**config.mk**
```make
export PLATFORM = sky130hd
export DESIGN_NAME = fe_branch_tracker
export DESIGN_NICKNAME = d
export VERILOG_FILES = /design/src/rtl/fe_branch_tracker.sv
export SDC_FILE = /design/constraint.sdc
export NUM_CORES = 1
export LEC_CHECK = 0
export CAP_MARGIN = 30
export CORE_UTILIZATION = 53
export DETAILED_ROUTE_END_ITERATION = 8
export PLACE_DENSITY_LB_ADDON = 0.1
export SYNTH_ARGS = -nofsm -noshare
export SYNTH_HDL_FRONTEND = slang
export SYNTH_SLANG_ARGS = --single-unit
```
**constraint.sdc**
```tcl
create_clock -name clk_i -period 3.1 [get_ports clk_i]
set_input_delay 0.465 -clock clk_i [delete_from_list [all_inputs] [get_ports clk_i]]
set_output_delay 0.465 -clock clk_i [all_outputs]
set_load 0.02 [all_outputs]
```
**src/rtl/fe_branch_tracker.sv**
```systemverilog
// Front-end next-PC generator with an in-order checkpoint queue that holds
// the not-taken alternate PC of every speculative branch still in flight.
//
// Ports:
//   clk_i, reset_n_i            clock, synchronous active-low reset
//   fetch_ready_i               I-cache accepts pc_o this cycle
//   pc_o, pc_valid_o            current fetch PC and its valid flag
//   br_valid_i, br_take_i,      decoded branch with static take and
//   br_spec_i, br_pc_i,         speculative decisions, its own PC
//   br_target_i                 and its target PC
//   resolve_valid_i,            back end resolves the oldest speculative
//   resolve_mispred_i           branch, flagging a misprediction
//   stall_o                     queue full, speculative branch refused
//   redirect_o, redirect_pc_o   one-cycle pulse after a mispredict flush
//   spec_count_o                occupied checkpoint entries
//   err_o                       sticky: resolve seen with an empty queue
module fe_branch_tracker #(
    parameter int unsigned     PC_W        = 16,
    parameter int unsigned     INSTR_BYTES = 2,
    parameter int unsigned     DEPTH       = 4,
    parameter logic [PC_W-1:0] RESET_PC    = '0
) (
    input  logic                     clk_i,
    input  logic                     reset_n_i,
    input  logic                     fetch_ready_i,
    output logic [PC_W-1:0]          pc_o,
    output logic                     pc_valid_o,
    input  logic                     br_valid_i,
    input  logic                     br_take_i,
    input  logic                     br_spec_i,
    input  logic [PC_W-1:0]          br_pc_i,
    input  logic [PC_W-1:0]          br_target_i,
    input  logic                     resolve_valid_i,
    input  logic                     resolve_mispred_i,
    output logic                     stall_o,
    output logic                     redirect_o,
    output logic [PC_W-1:0]          redirect_pc_o,
    output logic [$clog2(DEPTH):0]   spec_count_o,
    output logic                     err_o
);

    localparam int unsigned AW = $clog2(DEPTH);
    localparam int unsigned CW = AW + 1;
    localparam logic [PC_W-1:0] INC = PC_W'(INSTR_BYTES);
    localparam logic [CW-1:0] FULL_CNT = CW'(DEPTH);

    logic [PC_W-1:0] r_q [DEPTH];
    logic [AW-1:0]   r_wr_ptr;
    logic [AW-1:0]   r_rd_ptr;
    logic [CW-1:0]   r_count;
    logic [PC_W-1:0] r_pc;
    logic            r_pc_valid;
    logic            r_redirect;
    logic [PC_W-1:0] r_redirect_pc;
    logic            r_err;

    logic            w_full;
    logic            w_empty;
    logic            w_pop;
    logic            w_accept;
    logic            w_flush;
    logic            w_push;
    logic [PC_W-1:0] w_alt;
    logic [PC_W-1:0] w_head;

    assign w_full   = (r_count == FULL_CNT);
    assign w_empty  = (r_count == '0);
    assign w_pop    = resolve_valid_i & ~w_empty;
    // A full queue can still take a speculative branch when the oldest
    // entry retires in the same cycle.
    assign w_accept = br_valid_i & (~br_spec_i | ~w_full | w_pop);
    assign w_flush  = w_pop & resolve_mispred_i;
    // A flush wipes younger checkpoints, including one arriving now.
    assign w_push   = w_accept & br_spec_i & ~w_flush;
    assign w_alt    = br_take_i ? (br_pc_i + INC) : br_target_i;
    assign w_head   = r_q[r_rd_ptr];

    assign stall_o  = br_valid_i & br_spec_i & w_full & ~w_pop;

    always_ff @(posedge clk_i) begin
        if (w_push) begin
            r_q[r_wr_ptr] <= w_alt;
        end
    end

    always_ff @(posedge clk_i) begin
        if (!reset_n_i) begin
            r_pc          <= RESET_PC;
            r_pc_valid    <= 1'b0;
            r_wr_ptr      <= '0;
            r_rd_ptr      <= '0;
            r_count       <= '0;
            r_redirect    <= 1'b0;
            r_redirect_pc <= '0;
            r_err         <= 1'b0;
        end else begin
            r_pc_valid <= 1'b1;
            r_redirect <= w_flush;

            if (w_flush) begin
                r_pc          <= w_head;
                r_redirect_pc <= w_head;
            end else if (w_accept && br_take_i) begin
                r_pc <= br_target_i;
            end else if (r_pc_valid && fetch_ready_i) begin
                r_pc <= r_pc + INC;
            end

            if (w_push) begin
                r_wr_ptr <= r_wr_ptr + 1'b1;
            end

            if (w_flush) begin
                r_rd_ptr <= w_push ? r_wr_ptr + 1'b1 : r_wr_ptr;
                r_count  <= '0;
            end else begin
                if (w_pop) begin
                    r_rd_ptr <= r_rd_ptr + 1'b1;
                end
                unique case ({w_push, w_pop})
                    2'b10:   r_count <= r_count + 1'b1;
                    2'b01:   r_count <= r_count - 1'b1;
                    default: r_count <= r_count;
                endcase
            end

            if (resolve_valid_i && w_empty) begin
                r_err <= 1'b1;
            end
        end
    end

    assign pc_o          = r_pc;
    assign pc_valid_o    = r_pc_valid;
    assign redirect_o    = r_redirect;
    assign redirect_pc_o = r_redirect_pc;
    assign spec_count_o  = r_count;
    assign err_o         = r_err;

endmodule
```
[Word level (Yosys, flattened, before mapping)]
Memories as Yosys holds them, arrays and structs flattened. A register that Yosys moved wholly into a read port is not among the register bits.
Cells that the tools add are included.
Widths: inputs -> output; s select.
Storage, ports and cells
  flip-flop bits (word level): 42
  memory bits (writable): 64
  memories: 1
Cells by class
  add/subtract/negate cells: 6
  equality and inequality tests: 3
  multiplexer cells: 13
  bitwise gates (word level): 16
  reduce and logical (&&, ||, !) cells: 8
Memories
  r_q: words 4, bits a word 16, read ports 1, clocked after memory_dff 1, write ports 1, RTL line 47  | logic [PC_W-1:0] r_q [DEPTH];
Operators with widths (count)
  $mux 16: 4
  $add 16x2->16 const B: 2
  $mux 2: 5
  $and 1x1->1: 8
  $not 1->1: 6
  $pmux 3 s2: 1
  $add 2x1->2 const B: 2
  $reduce_bool 2->1: 2
  $add 3x1->3 const B: 1
  $eq 3x3->1 const B: 1
  $logic_and 1x1->1: 3
  $logic_not 3->1: 1
  $mux 1: 3
  $reduce_bool 3->1: 1
  $sub 3x1->3 const B: 1
  $eq 2x1->1 const B: 1
  $eq 2x2->1 const B: 1
  $or 1x1->1: 2
  $reduce_or 2->1: 1

[Depth between registers and ports, before layout]
  word-level depth: 11
  mapped depth: 11
  depth with buffers taken out: 10

[Worst setup path after synthesis]
Ideal clock, no wire load.
  path type: reg2reg
  from: register r_count[1] (netlist: spec_count_o[1])
  to: register r_count[2] (netlist: spec_count_o[2])
  data arrival time: 2.361 ns
  data required time: 3.030 ns
  slack: 0.668 ns
  stages on the path, launching flop included: 12
  path through: dfxtp_1 -> buf_2 -> o311a_1 -> clkbuf_1 -> nor3_2 -> inv_1 -> ha_1 -> inv_1 -> fa_1 -> xor2_1 -> or3_1 -> a21oi_1
Between the ends
  longest elaborated chain between the ends: 9
  elaborated cells between the ends (all ways): 19
  those cells by class: add/sub: 2; eq/ne: 3; mux: 1; bitwise: 10; reduce/logical: 3
RTL lines
  from (decl): RTL line 50  | logic [CW-1:0] r_count;
  from (signal assigned): RTL line 121  | 2'b10: r_count <= r_count + 1'b1;
  from (signal assigned): RTL line 122  | 2'b01: r_count <= r_count - 1'b1;
  from (signal assigned): RTL line 123  | default: r_count <= r_count;
  $eq 3x3->1 / $logic_not 3->1 (equally long branches): RTL line 66, 67
  $not 1->1, on equally long branches: RTL line 71, 68
  $or 1x1->1 / $and 1x1->1 (equally long branches): RTL line 71, 68
  $or 1x1->1: RTL line 71  | assign w_accept = br_valid_i & (~br_spec_i | ~w_full | w_pop);
  $and 1x1->1: RTL line 71
  $and 1x1->1 (2 in a row): RTL line 74  | assign w_push = w_accept & br_spec_i & ~w_flush;
  $eq 2x1->1 / $eq 2x2->1 (equally long branches): RTL line 120  | unique case ({w_push, w_pop})
  $pmux 3 s2 / $reduce_bool 2->1 (equally long branches)
Several ways; a longest one is shown, not always the timed one.
A chain may end at the register's enable or synchronous reset.

[Worst setup path in the final report]
  from: input resolve_valid_i
  to: output stall_o
Between the ends
  longest elaborated chain between the ends: 3
RTL lines
  from (decl): RTL line 33  | input logic resolve_valid_i,
  $and 1x1->1: RTL line 68  | assign w_pop = resolve_valid_i & ~w_empty;
  $not 1->1: RTL line 78  | assign stall_o = br_valid_i & br_spec_i & w_full & ~w_pop;
  $and 1x1->1: RTL line 78
  to (decl): RTL line 35  | output logic stall_o,
Every way passes these cells.

==> metrics <==
r2r startpoint spec_count_o[2]; syn avg cell area 11.50 sq um; status finished, violations left; Skew-Pair Late Insertion Delay 0.37 ns; most frequent cells in the layout clkdlybuf4s50_1 (78), edfxtp_1 (64), a21oi_1 (46); ANT nets after route 0; R2R cell count 10; fraction of layout cells with a size suffix above 1 0.1008; WS Path Type in2out; setup bufs post-CTS 0; dominant synthesized flop cell edfxtp_1; Post-CTS Resized 0; CTS Buf Count 9; die height approximately 98 microns; yosys warns 0; Synth Cell Area 0.004875 sq mm; Synth cell types 47; via count 3,631; CTS tree done; startpoint types primary input; Hold-fix buffers, CTS 0; largest net degree at the start of global routing 31; Tmin final 2.675 ns; global placement routability congestion approximately 0.88; dpl hpwl 8.156 mm; Initial Utilization 0.5536; GRT overflow 0; Crit. End Element primary output; Core Box Area 0.008806 sq mm; diode count 0; RSZ-0062 raised after global routing no; io pins 79; vias in the first global route 3,480; Seq/Total Area, Yosys 0.5749; Hold EP redirect_pc_o[7]; Reg clk slew, reported paths 0.11 ns; Setup Skew 0.01274 ns; flops & latches, synth 108; final worst-path cycle share 0.8628; CP arrival 2.21 ns; R2R Path End spec_count_o[2]; failing checks DRC; Critical Path Fanout Max 7; first-pass GRT wire length 18.53 mm; routed length per instance 18.82 microns; Root Driver clkbuf_8; Highest Signal Layer met4; Worst Path Required 2.63 ns; htree depth 3; pins over their slew limit 0; fmax 373.9 MHz; DIE AREA 0.009585 sq mm; pwr dens 599.9 mW/mm^2; global-route usage over all layers 0.2545; Nets 550; Synth Instances around 420; Cells on Worst Hold Path 2; wire length on met2 about 5.4 mm; Synth async-reset ratio 0; Worst Tran Pin Value 0.8813 ns; Slew HR 0.4125; CTS Buffer Depth 2; wire length on met3 roughly 860 microns; drt initial violations 208; Pleak 1.980 nW; total iterations of the first detailed-routing run 8; total wire length 11.56 mm; clk sinks approximately 110; Max-Cap Viols 0; R2R Setup Slk 0.71 ns; site row count 34; endpoints failing setup 0; commonest non-fill, non-tap cell in the layout clkdlybuf4s50_1; final hold slack 0.4621 ns; syn nets 472; Via density 5.914; Total Neg Setup Slack 0 ns; Filler cells 702; wl on met1 5.185 mm; initial antenna violation count 0; IO buf count 78; hold_sp redirect_pc_o[7]; maximum vdd drop 0.3800 mV; Die Span X roughly 100 microns; Layout area overhead 22.54%; hold crit path type reg2reg; number of flops mapped to enable cells by yosys 64; DR DRC count 9; Hold Vio Cnt, Final 0
-- area by class of cell --
class | instances | area, sq um | area share
Multi-Input combinational cell | 283 | 1949 | 0.3264
Sequential cell | 108 | 2803 | 0.4692
Inverter | 11 | 41.29 | 0.006912
Tap cell | 108 | 135.1 | 0.02262
Clock buffer | 9 | 123.9 | 0.02074
Timing Repair Buffer | 89 | 863.3 | 0.1445
Clock inverter | 6 | 57.56 | 0.009636
-- worst max-delay path by stage --
stage,startpoint,endpoint,slack [ns],depth (start not counted)
after detailed placement,resolve_valid_i,spec_count_o[2],0.23,10
final,resolve_valid_i,stall_o,0.43,4
after floorplan,spec_count_o[1],spec_count_o[2],0.67,11
after CTS,resolve_valid_i,stall_o,0.43,4
after global placement,resolve_valid_i,spec_count_o[2],0.27,10
after global routing,resolve_valid_i,stall_o,0.34,4
-- cell families after synthesis --
family | synth area share
AO/OA/AOI/OAI | 0.1050
XOR/XNOR | 0.04492
adder cells (fa/ha/maj) | 0.02207
buffers and inverters | 0.02875
flip-flops | 0.5749
multiplexers | 0.08265
AND/OR/NAND/NOR | 0.1417
-- power breakdown --
part           total [W]  internal, W  switching (W)
Clock           0.000800     0.000305       0.000495
Sequential       0.00181      0.00166       0.000147
Combinational   0.000973     0.000456       0.000518
Total            0.00358      0.00242        0.00116
-- routing by layer --
| layer | vias up | GRT usage |
|---|---|---|
| met5 | - | 0 |
| met4 | 0 | 0.05828 |
| met3 | 11 | 0.05369 |
| met2 | 152 | 0.4009 |
| met1 | 1755 | 0.3644 |
| li1 | 1713 | - |
-- Yosys cell counts, types with 7 or more instances --
cell | instances | area share
edfxtp_1 | 64 | 0.39
a21oi_1 | 46 | 0.047
dfxtp_1 | 44 | 0.18
nor2_1 | 43 | 0.033
nand2_1 | 41 | 0.032
nand3_1 | 18 | 0.018
xor2_1 | 18 | 0.032
mux4_2 | 16 | 0.074
and2_1 | 12 | 0.015
o21ai_0 | 12 | 0.012
clkbuf_1 | 11 | 0.0085
inv_1 | 11 | 0.0085
nor3_1 | 10 | 0.010
nand4_1 | 8 | 0.010
buf_2 | 7 | 0.0072
ha_1 | 7 | 0.018
xnor2_1 | 7 | 0.013
-- worst max-delay path, stage by stage --
cell	delay (ns)
clkdlybuf4s50_1	0.56
nor4_1	0.41
and2_1	0.18
clkdlybuf4s50_1	0.59
-- stage by stage --
step                      utilization  setup slack (ns)  cells  total power [W]  area (sq um)
final                          0.6783            0.4254    614         0.003583          5973
after global routing           0.6783            0.3360    614         0.003759          5973
after CTS                      0.6783            0.4307    614         0.003597          5973
after detailed placement       0.6577            0.2322    599         0.002810          5792
after global placement         0.6577            0.2743    599         0.002790          5792
after floorplan                     -            0.6685    424         0.002409          4875
-- registers in the layout, indices dropped and copies added, names as in the netlist, named ones only --
register	cells
spec_count_o	3
redirect_pc_o	16
r_rd_ptr	2
r_wr_ptr	2
redirect_o	1
r_q	64
err_o	1
pc_o	16
pc_valid_o	1
Note: power is estimated with default switching activity, not from simulation.
